===== src/rtl/coleco_vdp_pkg.sv =====
// rtl/coleco_vdp_pkg.sv - shared constants and types for the VDP CPU port
package coleco_vdp_pkg;

  localparam logic [7:0] VDP_DATA_PORT = 8'hBE;
  localparam logic [7:0] VDP_CTRL_PORT = 8'hBF;

  localparam logic [1:0] CMD_RSETUP = 2'b00;
  localparam logic [1:0] CMD_WSETUP = 2'b01;

  // Status [4:0] value when no fifth-sprite event is latched
  localparam logic [4:0] FIFTH_NONE = 5'h1F;

  typedef enum logic [1:0] {
    IDLE = 2'd0,
    WR   = 2'd1,
    RD   = 2'd2
  } vram_state_t;

endpackage


===== src/rtl/vdp_status_reg.sv =====
// rtl/vdp_status_reg.sv - VDP status flags with set-over-clear priority and interrupt output
module vdp_status_reg
  import coleco_vdp_pkg::*;
(
  input  logic       i_clk,
  input  logic       i_reset,
  input  logic       i_clr,
  input  logic       i_frame_set,
  input  logic       i_coll_set,
  input  logic       i_fifth_set,
  input  logic [4:0] i_fifth_num,
  input  logic       i_int_en,
  output logic [7:0] o_status,
  output logic       o_n_int
);

  logic [7:0] r_status;
  logic       w_fifth_take;

  // The first fifth-sprite event of a frame is kept until software reads status
  assign w_fifth_take = i_fifth_set & ~r_status[6];

  always_ff @(posedge i_clk) begin
    if (i_reset) begin
      r_status <= {3'b000, FIFTH_NONE};
    end else begin
      if (i_frame_set)     r_status[7] <= 1'b1;
      else if (i_clr)      r_status[7] <= 1'b0;

      if (i_coll_set)      r_status[5] <= 1'b1;
      else if (i_clr)      r_status[5] <= 1'b0;

      if (w_fifth_take) begin
        r_status[6]   <= 1'b1;
        r_status[4:0] <= i_fifth_num;
      end else if (i_clr) begin
        r_status[6]   <= 1'b0;
        r_status[4:0] <= FIFTH_NONE;
      end
    end
  end

  assign o_status = r_status;
  assign o_n_int  = ~(r_status[7] & i_int_en);

endmodule


===== src/rtl/vdp_cpu_port.sv =====
// rtl/vdp_cpu_port.sv - VDP CPU port: address/register latch, VRAM request FSM, read-ahead buffer
module vdp_cpu_port
  import coleco_vdp_pkg::*;
#(
  parameter int         ADDR_W  = 14,
  parameter logic [7:0] R1_INIT = 8'h00
) (
  input  logic              i_clk,
  input  logic              i_reset,
  input  logic              i_cpu_ce,
  input  logic              i_wr_stb,
  input  logic              i_rd_stb,
  input  logic              i_port_sel,
  input  logic [7:0]        i_din,
  output logic [7:0]        o_dout,
  output logic [ADDR_W-1:0] o_vram_addr,
  output logic [7:0]        o_vram_wdata,
  output logic              o_vram_we,
  output logic              o_vram_re,
  input  logic [7:0]        i_vram_rdata,
  input  logic              i_vram_ack,
  output logic [63:0]       o_regs,
  input  logic              i_frame_set,
  input  logic              i_coll_set,
  input  logic              i_fifth_set,
  input  logic [4:0]        i_fifth_num,
  output logic              o_n_int,
  output logic              o_overrun
);

  logic              r_latch_full;
  logic [7:0]        r_first_byte;
  logic [ADDR_W-1:0] r_addr;
  logic [7:0]        r_buffer;
  logic [7:0][7:0]   r_regs;
  logic              r_overrun;
  logic              r_rd_discard;

  vram_state_t       r_state;
  vram_state_t       w_state_nx;
  logic [ADDR_W-1:0] r_req_addr;
  logic [7:0]        r_req_data;
  logic              r_pend_valid;
  vram_state_t       r_pend_op;
  logic [ADDR_W-1:0] r_pend_addr;
  logic [7:0]        r_pend_data;

  logic              w_is_ctrl;
  logic              w_is_data;
  logic              w_ctrl_wr;
  logic              w_ctrl_rd;
  logic              w_data_wr;
  logic              w_data_rd;
  logic              w_setup;
  logic [ADDR_W-1:0] w_setup_addr;
  logic [ADDR_W-1:0] w_addr_inc;
  logic              w_cmd_valid;
  vram_state_t       w_cmd_op;
  logic [ADDR_W-1:0] w_cmd_addr;
  logic [7:0]        w_cmd_data;
  logic              w_req_load_cmd;
  logic              w_req_load_pend;
  logic              w_pend_push;
  logic              w_pend_pop;
  logic              w_drop;
  logic              w_rd_done;
  logic [7:0]        w_status;

  assign w_is_ctrl = (i_port_sel == VDP_CTRL_PORT[0]);
  assign w_is_data = (i_port_sel == VDP_DATA_PORT[0]);
  assign w_ctrl_wr = i_cpu_ce & i_wr_stb & w_is_ctrl;
  assign w_ctrl_rd = i_cpu_ce & i_rd_stb & w_is_ctrl;
  assign w_data_wr = i_cpu_ce & i_wr_stb & w_is_data;
  assign w_data_rd = i_cpu_ce & i_rd_stb & w_is_data;

  assign w_setup      = w_ctrl_wr & r_latch_full &
                        ((i_din[7:6] == CMD_RSETUP) | (i_din[7:6] == CMD_WSETUP));
  assign w_setup_addr = ADDR_W'({i_din[5:0], r_first_byte});
  assign w_addr_inc   = r_addr + ADDR_W'(1);
  assign w_rd_done    = (r_state == RD) & i_vram_ack;

  // At most one VRAM command can originate from a single CPU strobe
  always_comb begin
    w_cmd_valid = 1'b0;
    w_cmd_op    = RD;
    w_cmd_addr  = w_setup_addr;
    w_cmd_data  = i_din;
    if (w_setup && (i_din[7:6] == CMD_RSETUP)) begin
      w_cmd_valid = 1'b1;
    end else if (w_data_wr) begin
      w_cmd_valid = 1'b1;
      w_cmd_op    = WR;
      w_cmd_addr  = r_addr;
    end else if (w_data_rd) begin
      w_cmd_valid = 1'b1;
      w_cmd_addr  = w_addr_inc;
    end
  end

  always_comb begin
    w_state_nx      = r_state;
    w_req_load_cmd  = 1'b0;
    w_req_load_pend = 1'b0;
    w_pend_push     = 1'b0;
    w_pend_pop      = 1'b0;
    w_drop          = 1'b0;
    case (r_state)
      IDLE: begin
        if (w_cmd_valid) begin
          w_state_nx     = w_cmd_op;
          w_req_load_cmd = 1'b1;
        end
      end
      default: begin
        if (i_vram_ack) begin
          if (r_pend_valid) begin
            w_state_nx      = r_pend_op;
            w_req_load_pend = 1'b1;
            w_pend_pop      = 1'b1;
            w_pend_push     = w_cmd_valid;
          end else if (w_cmd_valid) begin
            w_state_nx     = w_cmd_op;
            w_req_load_cmd = 1'b1;
          end else begin
            w_state_nx = IDLE;
          end
        end else if (w_cmd_valid) begin
          w_drop      = r_pend_valid;
          w_pend_push = ~r_pend_valid;
        end
      end
    endcase
  end

  always_ff @(posedge i_clk) begin
    if (i_reset) r_state <= IDLE;
    else         r_state <= w_state_nx;
  end

  always_ff @(posedge i_clk) begin
    if (i_reset) begin
      r_req_addr   <= '0;
      r_req_data   <= 8'h00;
      r_pend_valid <= 1'b0;
      r_pend_op    <= IDLE;
      r_pend_addr  <= '0;
      r_pend_data  <= 8'h00;
    end else begin
      if (w_req_load_cmd) begin
        r_req_addr <= w_cmd_addr;
        r_req_data <= w_cmd_data;
      end else if (w_req_load_pend) begin
        r_req_addr <= r_pend_addr;
        r_req_data <= r_pend_data;
      end
      if (w_pend_push) begin
        r_pend_valid <= 1'b1;
        r_pend_op    <= w_cmd_op;
        r_pend_addr  <= w_cmd_addr;
        r_pend_data  <= w_cmd_data;
      end else if (w_pend_pop) begin
        r_pend_valid <= 1'b0;
      end
    end
  end

  always_ff @(posedge i_clk) begin
    if (i_reset) begin
      r_latch_full <= 1'b0;
      r_first_byte <= 8'h00;
      r_addr       <= '0;
      r_buffer     <= 8'h00;
      r_regs       <= {48'h0, R1_INIT, 8'h00};
      r_overrun    <= 1'b0;
      r_rd_discard <= 1'b0;
    end else begin
      if (w_ctrl_wr) begin
        if (!r_latch_full) begin
          r_first_byte <= i_din;
          r_latch_full <= 1'b1;
        end else begin
          r_latch_full <= 1'b0;
          if (i_din[7]) r_regs[i_din[2:0]] <= r_first_byte;
          else          r_addr <= w_setup_addr;
        end
      end
      if (w_data_wr || w_data_rd || w_ctrl_rd) r_latch_full <= 1'b0;
      if (w_data_wr || w_data_rd)              r_addr <= w_addr_inc;

      // A CPU write supersedes whatever the in-flight read would return
      if (w_data_wr)                      r_buffer <= i_din;
      else if (w_rd_done && !r_rd_discard) r_buffer <= i_vram_rdata;

      if (w_rd_done)                          r_rd_discard <= 1'b0;
      else if (w_data_wr && (r_state == RD))  r_rd_discard <= 1'b1;

      if (w_drop) r_overrun <= 1'b1;
    end
  end

  vdp_status_reg u_status (
    .i_clk       (i_clk),
    .i_reset     (i_reset),
    .i_clr       (w_ctrl_rd),
    .i_frame_set (i_frame_set),
    .i_coll_set  (i_coll_set),
    .i_fifth_set (i_fifth_set),
    .i_fifth_num (i_fifth_num),
    .i_int_en    (r_regs[1][5]),
    .o_status    (w_status),
    .o_n_int     (o_n_int)
  );

  assign o_dout       = w_is_ctrl ? w_status : r_buffer;
  assign o_vram_addr  = r_req_addr;
  assign o_vram_wdata = r_req_data;
  assign o_vram_we    = (r_state == WR);
  assign o_vram_re    = (r_state == RD);
  assign o_regs       = r_regs;
  assign o_overrun    = r_overrun;

endmodule

===== config.mk =====
export PLATFORM = sky130hd
export DESIGN_NAME = vdp_cpu_port
export DESIGN_NICKNAME = d
export VERILOG_FILES = /design/src/rtl/coleco_vdp_pkg.sv /design/src/rtl/vdp_status_reg.sv /design/src/rtl/vdp_cpu_port.sv
export SDC_FILE = /design/constraint.sdc
export NUM_CORES = 1
export LEC_CHECK = 0
export ABC_CLOCK_PERIOD_IN_PS = 1890
export BUFFER_PORTS_ARGS = -buffer_cell sky130_fd_sc_hd__buf_2
export CAP_MARGIN = 10
export CORE_MARGIN = 2
export CORE_UTILIZATION = 40
export CTS_CLUSTER_DIAMETER = 200
export CTS_CLUSTER_SIZE = 14
export DETAILED_ROUTE_END_ITERATION = 10
export PLACE_DENSITY = 0.66
export SYNTH_ARGS = -nofsm -noshare
export SYNTH_HDL_FRONTEND = slang
export SYNTH_SLANG_ARGS = --single-unit

===== constraint.sdc =====
create_clock -name i_clk -period 1.89 [get_ports i_clk]
set_input_delay 0.2835 -clock i_clk [delete_from_list [all_inputs] [get_ports i_clk]]
set_output_delay 0.2835 -clock i_clk [all_outputs]
set_load 0.005 [all_outputs]

Yosys cells after proc, flatten, opt, wreduce, memory -nomap -nowiden

Index checks and enable logic that the tools add are counted.

Add/sub/neg operators: 1
Multiply operators: 0
Divide/modulo/power cells: 0
Order comparisons: 2
Eq/ne operators: 5
Shift-type cells: 0
Mux-type cells: 50
Bitwise gates (word level): 17
Reduce and logical (&&, ||, !) cells: 24

Operators by type and width:

| cell                    | count |
|---|---|
| $mux W14                | 9 |
| $bwmux W64              | 1 |
| $mux W8                 | 6 |
| $demux W8 S3            | 1 |
| $mux W1                 | 24 |
| $reduce_bool A2 Y1      | 9 |
| $add A14 B1 Y14 const B | 1 |
| $mux W2                 | 7 |
| $and A1 B1 Y1           | 11 |
| $mux W5                 | 2 |
| $reduce_and A3 Y1       | 2 |
| $not A1 Y1              | 5 |
| $eq A2 B1 Y1 const B    | 2 |
| $logic_and A1 B1 Y1     | 4 |
| $logic_not A2 Y1        | 2 |
| $lt A3 B4 Y1 const B    | 1 |
| $reduce_and A2 Y1       | 2 |
| $reduce_or A2 Y1        | 2 |
| $ge A3 B1 Y1 const B    | 1 |
| $eq A2 B2 Y1 const B    | 1 |
| $logic_or A1 B1 Y1      | 2 |
| $ne A2 B1 Y1 const B    | 1 |
| $ne A2 B2 Y1 const B    | 1 |
| $logic_not A1 Y1        | 1 |
| $or A1 B1 Y1            | 1 |

Bits in registers: 154
Latch bits: 0
Memory bits (writable): 0
Memory bits (read-only): 0
Input port bits: 31
Output and inout port bits: 98
Logic and storage cells: 123
Memories kept: 0

Depth between registers and ports, before layout

Gate-level depths: netlist (run 1).

Depth in word-level cells: 11
Mapped depth: 8

Cells and area by module

From an unflattened synthesis (run 1), not the netlist that was laid out.

Cells, all modules: 779
Area total of the unflattened synthesis: 6,715.2 um2

Modules (own cells, without submodules):

| module         | times used | cells each | area an instance (um2) |
|---|---|---|---|
| vdp_cpu_port   | 1          | 746        | 6,424.9 |
| vdp_status_reg | 1          | 33         | 290.3 |

Worst setup path after synthesis (run 1)

OpenSTA, ideal clock, no wires.

Path kind: in2reg
Start point: in i_cpu_ce
End point: reg r_regs, in the netlist o_regs[32]
Arrival: 1.604 ns
Required time: 1.762 ns
Slack: 0.159 ns
Stages: 7
Buffers on the path: 2
Cell sequence: buf_2 > nand4_4 > or3_4 > nor3b_1 > buf_4 > mux2i_1 > nor2_1

Cells in the longest elaborated chain, start to end: 3

RTL lines:

| item                               | RTL line            | source |
|---|---|---|
| start: declaration                 | vdp_cpu_port.sv:10  | `input logic i_cpu_ce,` |
| $and A1 B1 Y1 (2 in series)        | vdp_cpu_port.sv:71  | `assign w_ctrl_wr = i_cpu_ce & i_wr_stb & w_is_ctrl;` |
| $reduce_and A3 Y1 (no source line) | -                   |  |
| end signal: assignment             | vdp_cpu_port.sv:173 | `r_regs <= {48'h0, R1_INIT, 8'h00};` |
| end signal: indexed assignment     | vdp_cpu_port.sv:183 | `if (i_din[7]) r_regs[i_din[2:0]] <= r_first_byte;` |
| end: declaration                   | vdp_cpu_port.sv:35  | `logic [7:0][7:0] r_regs;` |

No other way between the ends.
A chain may end at the register's enable or synchronous reset.

Worst setup path in the final report (run 1)

Start point: reg r_addr[1]
End point: reg r_req_addr[10] (netlist: o_vram_addr[10])

Cells in the longest elaborated chain, start to end: 5

RTL lines:

| item                     | RTL line            | source |
|---|---|---|
| start: declaration       | vdp_cpu_port.sv:33  | `logic [ADDR_W-1:0] r_addr;` |
| start signal: assignment | vdp_cpu_port.sv:184 | `else r_addr <= w_setup_addr;` |
| start signal: assignment | vdp_cpu_port.sv:188 | `if (w_data_wr \|\| w_data_rd) r_addr <= w_addr_inc;` |
| $add A14 B1 Y14          | vdp_cpu_port.sv:79  | `assign w_addr_inc = r_addr + ADDR_W'(1);` |
| $mux W14                 | vdp_cpu_port.sv:94  | `end else if (w_data_rd) begin` |
| $mux W14                 | vdp_cpu_port.sv:90  | `end else if (w_data_wr) begin` |
| $mux W14                 | vdp_cpu_port.sv:88  | `if (w_setup && (i_din[7:6] == CMD_RSETUP)) begin` |
| $mux W14                 | vdp_cpu_port.sv:149 | `if (w_req_load_cmd) begin` |
| end signal: assignment   | vdp_cpu_port.sv:150 | `r_req_addr <= w_cmd_addr;` |
| end signal: assignment   | vdp_cpu_port.sv:153 | `r_req_addr <= r_pend_addr;` |
| end: declaration         | vdp_cpu_port.sv:41  | `logic [ADDR_W-1:0] r_req_addr;` |

No other way between the ends.

==> flow_summary.toml, run 1 <==
[detailed_routing]
wl_per_cell_um = 16.44
antenna_left = 0
dr.pass1.iters = 5
viasPerCell = 5.260
vias = 6070
drtIter0Drc = 474
drc = 0
wl_um = 18980

[cts]
post-cts-setup-buffers = 0
h-tree-depth = 4
cts_tree = "yes"
clkLatencyLatePin_ps = 420
cts-root-buf = "clkbuf_16"
cts_made_buffers = 17
clk_pin_slew_worst_paths_ps = 60
clock-sinks = 154
clockBufferDepth = 2

[final_layout]
utilization = 0.5207
final_common_cell = "dfxtp_1"
antenna_cells = 0
layout.nets = 953
area_delta_synth_final_pct = 28.34
seqCellArea_um2 = 3084
drive_gt1_frac = 0.2869
fill_cells = 1546
final_cell_mix = "dfxtp_1 (153), buf_2 (127), nor2_1 (116)"
instances_no_fill = 1154
multiInputGateArea_um2 = 3298

[floorplanning]
die_y_um = 133.2
initial_core_util = 0.4057
design.core.area_um2 = 16470
io_pins = 129
core.rowCount = 47
die_x_um = 133.2
die_area_um2 = 17750

[setup_path]
cp_num_buf_inv = 2
critPathCaptureType = "flip-flop"
cp.arrival_ps = 2200
crit_type = "flip-flop to flip-flop"
slowest_delay_ps = 450
worst_path_max_delay_cell = "a222oi_1"
start_kind = "flip-flop"
crit_chain = "ha_1, inv_1, nor3_2, xnor2_1, a222oi_1, buf_4, o31ai_1"
cp_top_family = "compound AO/OA/AOI/OAI gates"
cp_max_fo = 5
cp.required_ps = 2190

[sta]
setup_ws_ps = -8.758
hold_violations = 0
max_freq_mhz = 526.7
finalCritPeriodShare = 1.005
slew_headroom = 0.5488
rsz0062_at_grt = "true"
finalCriticalPeriod_ps = 1899
slew_viol_final = 0
setup_viol = 1
worst_pin_slew_ps = 675.9
skew_ps = 8.141
fin_setup_tns_ps = -8.758

[synthesis]
synthFlopType = "dfxtp_1"
synth_seq_cells = 154
syn_nets = 795
synth-edff-count = 0
async_flop_share = 0
avgSynthCellArea_um2 = 8.755
ys_types = 65
yosysSeqAreaShare = 0.4615
synth-warning-count = 0
netlist_instances = 763
syn-cell-area_um2 = 6680

[flow_run]
maxCapViolations = 0

[grt]
grt_util_all_layers = 0.2141
antenna_found_initial = 0
grt_pass1_wl_um = 29880
grt_pass1_vias = 5562
overflow = 0
grt_start_max_net_pins = 66

[power]
p_leak_uw = 0.003837
ir_drop_mv = 0.7635
powerDensity_nw_per_um2 = 860.0
finalPower_uw = 7373

[place]
dp.cells = 1122
portBuffers = 128
gp_congestion = 0.8813
dp_hpwl_um = 13410

[run_status]
status = "finished, violations left"
violations = "negative setup slack"

[hold_path]
hp-class = "input port to flip-flop"
## registers in the layout (all words and copies together), names as in the netlist, 2 cells and up
signal	cells
o_regs	64
o_vram_addr	14
o_vram_wdata	8
r_addr	14
r_buffer	8
r_first_byte	8
r_pend_addr	14
r_pend_data	8
r_pend_op	2
r_state	2
u_status.o_status	8
## metal layers
layer	global-route usage	wire, um	vias up
li1	-	-	3009
met2	0.3330	8652	206
met4	0.04846	172	0
met5	0	0	-
met1	0.2908	8625	2841
met3	0.07002	1527	14
## cells by family after synthesis
logic type	count (synthesis)	synth area share
compound gates	179	0.1774
xor+xnor	6	0.007868
fa+ha+maj	1	0.001873
buf+inv	74	0.04683
flops	154	0.4615
mux	80	0.1225
simple gates	269	0.1821
## worst reg2reg max path, cell delays in order, from the launching register on
cell and delay [ps]:
dfxtp_1 400, ha_1 200, inv_1 90, nor3_2 280, xnor2_1 100, a222oi_1 450, buf_4 210, o31ai_1 60
## where the power goes
part	switching [uW]	internal, uW	total, uW
clock network	1370	2080	3460
registers	42.1	3310	3350
logic	331	237	567
## cell type report
class                      instances  area share
clock buffer                      18     0.05006
clock inverter                    14     0.02014
inverter                           8    0.003503
multi-input combinational        535      0.3847
sequential                       154      0.3597
tap                              220     0.03211
timing repair buffer             205      0.1497
## cells in the mapped netlist (2+ instances only)
| master | number | area share |
|---|---|---|
| a31oi_1 | 12 | 0.011 |
| nand3_1 | 8 | 0.0060 |
| buf_1 | 2 | 0.0011 |
| nor3_1 | 9 | 0.0067 |
| o31ai_1 | 3 | 0.0034 |
| xnor2_1 | 3 | 0.0039 |
| a222oi_1 | 11 | 0.016 |
| a32oi_1 | 4 | 0.0052 |
| a211o_1 | 2 | 0.0026 |
| nand2b_1 | 3 | 0.0028 |
| nor2b_1 | 2 | 0.0019 |
| o21ai_0 | 37 | 0.028 |
| nand3b_1 | 2 | 0.0022 |
| xor2_1 | 3 | 0.0039 |
| buf_4 | 4 | 0.0045 |
| buf_2 | 16 | 0.012 |
| and3b_1 | 2 | 0.0026 |
| nand2_1 | 95 | 0.053 |
| nand4_1 | 3 | 0.0028 |
| and3_1 | 5 | 0.0047 |
| a22o_1 | 3 | 0.0039 |
| and2_1 | 5 | 0.0047 |
| clkbuf_1 | 44 | 0.025 |
| nand4b_1 | 2 | 0.0026 |
| a21bo_2 | 2 | 0.0030 |
| o21ai_1 | 3 | 0.0022 |
| inv_1 | 7 | 0.0039 |
| a211oi_1 | 2 | 0.0022 |
| and4_1 | 2 | 0.0026 |
| a311oi_1 | 9 | 0.012 |
| o22ai_1 | 6 | 0.0056 |
| o21a_1 | 3 | 0.0034 |
| a211oi_2 | 2 | 0.0037 |
| a221o_1 | 2 | 0.0030 |
| nor2_1 | 116 | 0.065 |
| nor3b_1 | 2 | 0.0022 |
| a22oi_1 | 12 | 0.013 |
| o221ai_1 | 2 | 0.0026 |
| a21oi_1 | 55 | 0.041 |
| mux2i_1 | 66 | 0.099 |
| mux2_2 | 14 | 0.024 |
| o31a_1 | 2 | 0.0026 |
| dfxtp_1 | 154 | 0.46 |
## per-stage QoR
| stage | cell area (um2) | setup slack (ps) | hold WS (ps) |
|---|---|---|---|
| finish | 8573 | -8.758 | 66.11 |
| global route | 8573 | -41.51 | 64.20 |
| CTS | 8558 | 26.39 | 50.75 |
| detailed placement | 7956 | -32.65 | 445.1 |
| global placement | 7956 | -44.78 | 438.2 |
| floorplan | 6680 | 158.8 | 400.9 |
## final timing paths
path                                      start                   end  slack [ps]  cells after the start
worst max-delay path                  r_addr[1]       o_vram_addr[10]          -9                      7
worst min-delay path                 i_coll_set  u_status.o_status[5]          70                      3
worst max register to register        r_addr[1]       o_vram_addr[10]          -9                      7
worst min register to register  o_vram_wdata[6]       o_vram_wdata[6]         450                      2
## repair_timing
action / in CTS / in global routing
hold buffers: 0 / 0
resized for setup: 0 / 4
setup endpoints to repair: 0 / 11
No activity file was read; power rests on OpenSTA's default activity.
==> run 2: changes to the inputs <==
--- a/config.mk
+++ b/config.mk
@@ -5,9 +5,11 @@
 export SDC_FILE = /design/constraint.sdc
 export NUM_CORES = 1
 export LEC_CHECK = 0
+export ABC_AREA = 1
 export ABC_CLOCK_PERIOD_IN_PS = 1890
 export BUFFER_PORTS_ARGS = -buffer_cell sky130_fd_sc_hd__buf_2
 export CAP_MARGIN = 10
+export CORE_ASPECT_RATIO = 0.7
 export CORE_MARGIN = 2
 export CORE_UTILIZATION = 40
 export CTS_CLUSTER_DIAMETER = 200
==> flow_summary.toml, run 2 <==
[run_status]
status = "completed"

[floorplanning]
io_pins = 129
initial_core_util = 0.4106
design.core.area_um2 = 16400
core.rowCount = 39
die_x_um = 159.1
die_y_um = 112.5
die_area_um2 = 17900

[power]
p_sw_uw = 1882
finalPower_uw = 7398
comb_power_share = 0.094
pwr-share-clk = 0.444
switching_share = 0.2544
powerDensity_nw_per_um2 = 892.5
p_leak_uw = 0.003736
ir_drop_mv = 0.5223
intPower_uw = 5516
power_frac_seq = 0.462

[detailed_routing]
wl_um = 20230
vias = 6535
antenna_left = 0
drtIter0Drc = 597
drc = 0
wl_per_cell_um = 15.67
viasPerCell = 5.062
dr.pass1.iters = 5

[synthesis]
synthTopCellsByArea = "dfxtp_1 (46%), o21ai_0 (10%), nand2_1 (10%)"
yosys-top-cells-count = "nand2_1 (182), dfxtp_1 (154), o21ai_0 (140), a21oi_1 (119), inv_1 (96)"
synth_most_common_cell = "nand2_1"
synth-warning-count = 0
synth_top_area_cell = "dfxtp_1"
syn-cell-area_um2 = 6731
netlist_instances = 922
synth_seq_cells = 154
syn_nets = 954
avgSynthCellArea_um2 = 7.301
ys_types = 31
async_flop_share = 0
synth_top_area_share = 0.4580
synthFlopType = "dfxtp_1"
yosysSeqAreaShare = 0.4580
synth-edff-count = 0

[sta]
rsz0062_at_grt = "false"
hold_violations = 0
max_freq_mhz = 592.1
setup_viol = 0
skew_ps = 7.540
slew_headroom = 0.6398
worst_pin_slew_ps = 538.6
slew_viol_final = 0
fin_setup_tns_ps = 0
finalCriticalPeriod_ps = 1689
finalCritPeriodShare = 0.8936

[cts]
clk_pin_slew_worst_paths_ps = 60
post_cts_resized = 0
cts_hold_buf = 0
clockBufferDepth = 2
cts_tree = "yes"
clock-sinks = 154
h-tree-depth = 4
cts_made_buffers = 17
post-cts-setup-buffers = 0
clkLatencyLatePin_ps = 430
cts-root-buf = "clkbuf_16"

[setup_path]
timing.rr.end = "o_vram_addr[6]"
cp_max_fo = 4
crit_path_start = "r_addr[1]"
crit_end = "o_vram_addr[6]"
cp.arrival_ps = 2020
cp.required_ps = 2220
critPathCaptureType = "flip-flop"
start_kind = "flip-flop"
r2r_start = "r_addr[1]"
r2r.worst_path.cells = 10
reg2reg_slack_ps = 200
crit_type = "flip-flop to flip-flop"

[final_layout]
final_common_cell = "nand2_1"
largest_reg_flops = 64
drive_gt1_frac = 0.2083
fill_cells = 1643
antenna_cells = 0
final_cell_mix = "nand2_1 (182), dfxtp_1 (154), o21ai_0 (140)"
layout.nets = 1087
area_delta_synth_final_pct = 23.14

[grt]
grt_start_max_net_pins = 42
grt_util_all_layers = 0.2305
overflow = 0
grtUsageMet2 = 0.3186
use_met1 = 0.3536
antenna_found_initial = 0
grtUsageMet3 = 0.05358
busiest_layer = "met1"
grt_pass1_vias = 5827
grt_pass1_wl_um = 32260

[place]
gp_congestion = 1.013
dp_hpwl_um = 14410
portBuffers = 128

[flow_run]
maxCapViolations = 0

[hold_path]
hp-class = "input port to flip-flop"
run 2: layer usage:
metal,vias to the layer above,share of wire
met5,-,0
met3,23,0.078
met2,235,0.39
met4,0,0.014
met1,2945,0.52
li1,3332,-
run 2: logic make-up after synthesis:
| family | Yosys count | synth area share |
|---|---|---|
| xor+xnor | 3 | 0.003904 |
| simple gates | 319 | 0.2154 |
| buf+inv | 151 | 0.09591 |
| compound gates | 294 | 0.2249 |
| flops | 154 | 0.4580 |
| fa+ha+maj | 1 | 0.001858 |
run 2: worst min path at each step:
stage                              start              endpoint  depth (start not counted)  slack [ps]
final                        i_frame_set  u_status.o_status[7]                          3          60
after global routing      i_fifth_num[3]  u_status.o_status[3]                          3          80
after CTS                    i_frame_set  u_status.o_status[7]                          3          50
after detailed placement      o_regs[11]            o_regs[11]                          2         430
after global placement        o_regs[19]            o_regs[19]                          2         430
after floorplan               i_coll_set  u_status.o_status[5]                          2         400
run 2: power groups by stage:
| stage | clock (uW) | combinational, uW | sequential [uW] |
|---|---|---|---|
| 2_1_floorplan | 0 | 401 | 3470 |
| 3_3_place_gp | 0 | 681 | 3480 |
| 3_5_place_dp | 0 | 689 | 3480 |
| 4_1_cts | 3330 | 693 | 3410 |
| 5_1_grt | 3490 | 769 | 3430 |
| 6_report | 3290 | 696 | 3420 |
run 2: cell type report:
cell class	count	area [um2]	area share
clock buffers	19	432.9	0.05223
inverters	105	396.6	0.04785
clock inverters	11	123.9	0.01494
multi-input cells	617	3003	0.3623
flip-flops and latches	154	3083	0.3719
repair buffers	160	968.4	0.1168
well taps	225	281.5	0.03396
run 2: stage by stage:
stage / setup slack, ps / instances / utilization / cell area [um2] / hold WS, ps
final: 201.1 / 1291 / 0.5056 / 8289 / 63.46
after CTS: 206.8 / 1291 / 0.5056 / 8289 / 54.71
after global routing: 24.42 / 1291 / 0.5056 / 8289 / 80.15
after floorplan: 451.7 / 922 / - / 6731 / 400.9
after detailed placement: 116.1 / 1261 / 0.4716 / 7732 / 430.9
after global placement: 151.3 / 1261 / 0.4716 / 7732 / 427.9
run 2: critical path: stages (launching register included):
cell,delay [ps]
dfxtp_1,370
ha_1,200
nand3_1,220
nor2_1,270
nand2_1,110
nand3_1,100
nand2_1,80
nand3_1,70
nand3_1,70
nand2_1,70
inv_1,40
==> run 3: changes to the inputs <==
--- a/config.mk
+++ b/config.mk
@@ -6,7 +6,7 @@
 export NUM_CORES = 1
 export LEC_CHECK = 0
 export ABC_AREA = 1
-export ABC_CLOCK_PERIOD_IN_PS = 1890
+export ABC_CLOCK_PERIOD_IN_PS = 2200
 export BUFFER_PORTS_ARGS = -buffer_cell sky130_fd_sc_hd__buf_2
 export CAP_MARGIN = 10
 export CORE_ASPECT_RATIO = 0.7
==> constraint.sdc (replaced) <==
create_clock -name i_clk -period 2.2 [get_ports i_clk]
set_input_delay 0.33 -clock i_clk [delete_from_list [all_inputs] [get_ports i_clk]]
set_output_delay 0.33 -clock i_clk [all_outputs]
set_load 0.005 [all_outputs]
==> flow_summary.toml, run 3 (synthesis gave the netlist of run 2 again) <==
[hold_path]
holdPathStages = 3
hp-class = "input port to flip-flop"
holdPathEnd = "u_status.o_status[7]"
worst_hold_startpoint = "i_frame_set"

[place]
portBuffers = 128
dp.cells = 1248
gp_congestion = 0.9431
dp_slack_ps = 311.1
dp_hpwl_um = 14050
place_area_um2 = 7560

[detailed_routing]
drc = 0
wl_per_cell_um = 15.81
antenna_left = 0
drtIter0Drc = 470
vias = 6554
dr.pass1.iters = 5
wl_um = 20240
viasPerCell = 5.120

[setup_path]
cp_top_family = "simple AND/OR/NAND/NOR gates"
critPathCaptureType = "flip-flop"
cp.arrival_ps = 2200
r2r_start = "r_state[0]"
start_kind = "flip-flop"
reg2reg_slack_ps = 360
cp_max_fo = 14
worst_path_max_delay_cell = "dfxtp_1"
slowest_delay_ps = 400
crit_chain = "nor2_2, nor2_1, nor2_1, nand2_4, nand2_2, inv_2, nand2_1, nand2_1, inv_1, a21oi_1"
crit_type = "flip-flop to flip-flop"
timing.rr.end = "o_vram_addr[11]"
cp_num_buf_inv = 2
worst-path-stages = 10
cp.required_ps = 2560
r2r.worst_path.cells = 10

[floorplanning]
die_area_um2 = 17900
design.core.area_um2 = 16400
die_x_um = 159.1
io_pins = 129
initial_core_util = 0.4106
die_y_um = 112.5
core.rowCount = 39

[final_layout]
area_delta_synth_final_pct = 21.41
layout.nets = 1074
utilization = 0.4985
largest_reg_flops = 64
antenna_cells = 0
final_common_cell = "nand2_1"
design_area_um2 = 8173
instances_no_fill = 1280
final_cell_mix = "nand2_1 (182), dfxtp_1 (154), o21ai_0 (140)"
drive_gt1_frac = 0.2009

[grt]
antenna_found_initial = 0
grt_util_all_layers = 0.2280
grt_pass1_wl_um = 31880
overflow = 0
grt_start_max_net_pins = 113
grt_pass1_vias = 5849

[sta]
setup_viol = 0
fin_setup_tns_ps = 0
finalCriticalPeriod_ps = 1838
skew_ps = 6.862
setup_ws_ps = 361.6
hold_violations = 0
finalCritPeriodShare = 0.8357
slew_headroom = 0.6147
slew_viol_final = 0
max_freq_mhz = 543.9
worst_pin_slew_ps = 576.1
rsz0062_at_grt = "false"

[power]
p_leak_uw = 0.003675
ir_drop_mv = 0.4778
powerDensity_nw_per_um2 = 802.0

[cts]
cts_tree = "yes"
cts_made_buffers = 17
clock-sinks = 154
post_cts_resized = 0
cts-root-buf = "clkbuf_16"
post-cts-setup-buffers = 0
cts_hold_buf = 0
h-tree-depth = 4
clkLatencyLatePin_ps = 430
clockBufferDepth = 2
clk_pin_slew_worst_paths_ps = 60

[flow_run]
maxCapViolations = 0

[run_status]
status = "completed"
-- run 3: where the power goes --
group	total [uW]	internal, uW	switching (uW)	leakage, uW
Combinational	555	180	376	0.00213
Clock	3060	1810	1250	0.000292
Sequential	2940	2870	65.0	0.00125
-- run 3: worst max path at each step --
| stage | from | endpoint | slack (ps) |
|---|---|---|---|
| 2_1_floorplan | i_cpu_ce | o_vram_addr[5] | 720 |
| 3_3_place_gp | i_cpu_ce | o_vram_addr[11] | 340 |
| 3_5_place_dp | i_cpu_ce | o_vram_addr[11] | 310 |
| 4_1_cts | r_state[0] | o_vram_addr[11] | 390 |
| 5_1_grt | r_state[0] | o_vram_addr[11] | 160 |
| 6_report | r_state[0] | o_vram_addr[11] | 360 |
-- run 3: cell type report --
type	count	area [um2]
inverter	105	396.6
multi-input combinational	617	3003
clock buffer	18	429.2
timing repair buffer	147	795.8
sequential	154	3083
clock inverter	14	183.9
fill	1664	8223
tap	225	281.5
-- run 3: worst min-delay path, cell delays in order --
cell,delay (ps)
buf_2,80
a21oi_1,30
nor2_1,60
-- run 3: through the flow --
| stage | total power (uW) | hold WS, ps |
|---|---|---|
| after floorplan | 3325 | 426.8 |
| after global placement | 3541 | 433.7 |
| after detailed placement | 3544 | 436.6 |
| after CTS | 6591 | 94.00 |
| after global routing | 6813 | 120.3 |
| final | 6555 | 104.2 |
-- run 3: routing by layer --
layer	vias up	track usage	share of wire
met5	-	0	0
met4	0	0.06061	0.010
met1	3012	0.3396	0.50
met3	19	0.06024	0.080
li1	3291	-	-
met2	232	0.3235	0.40
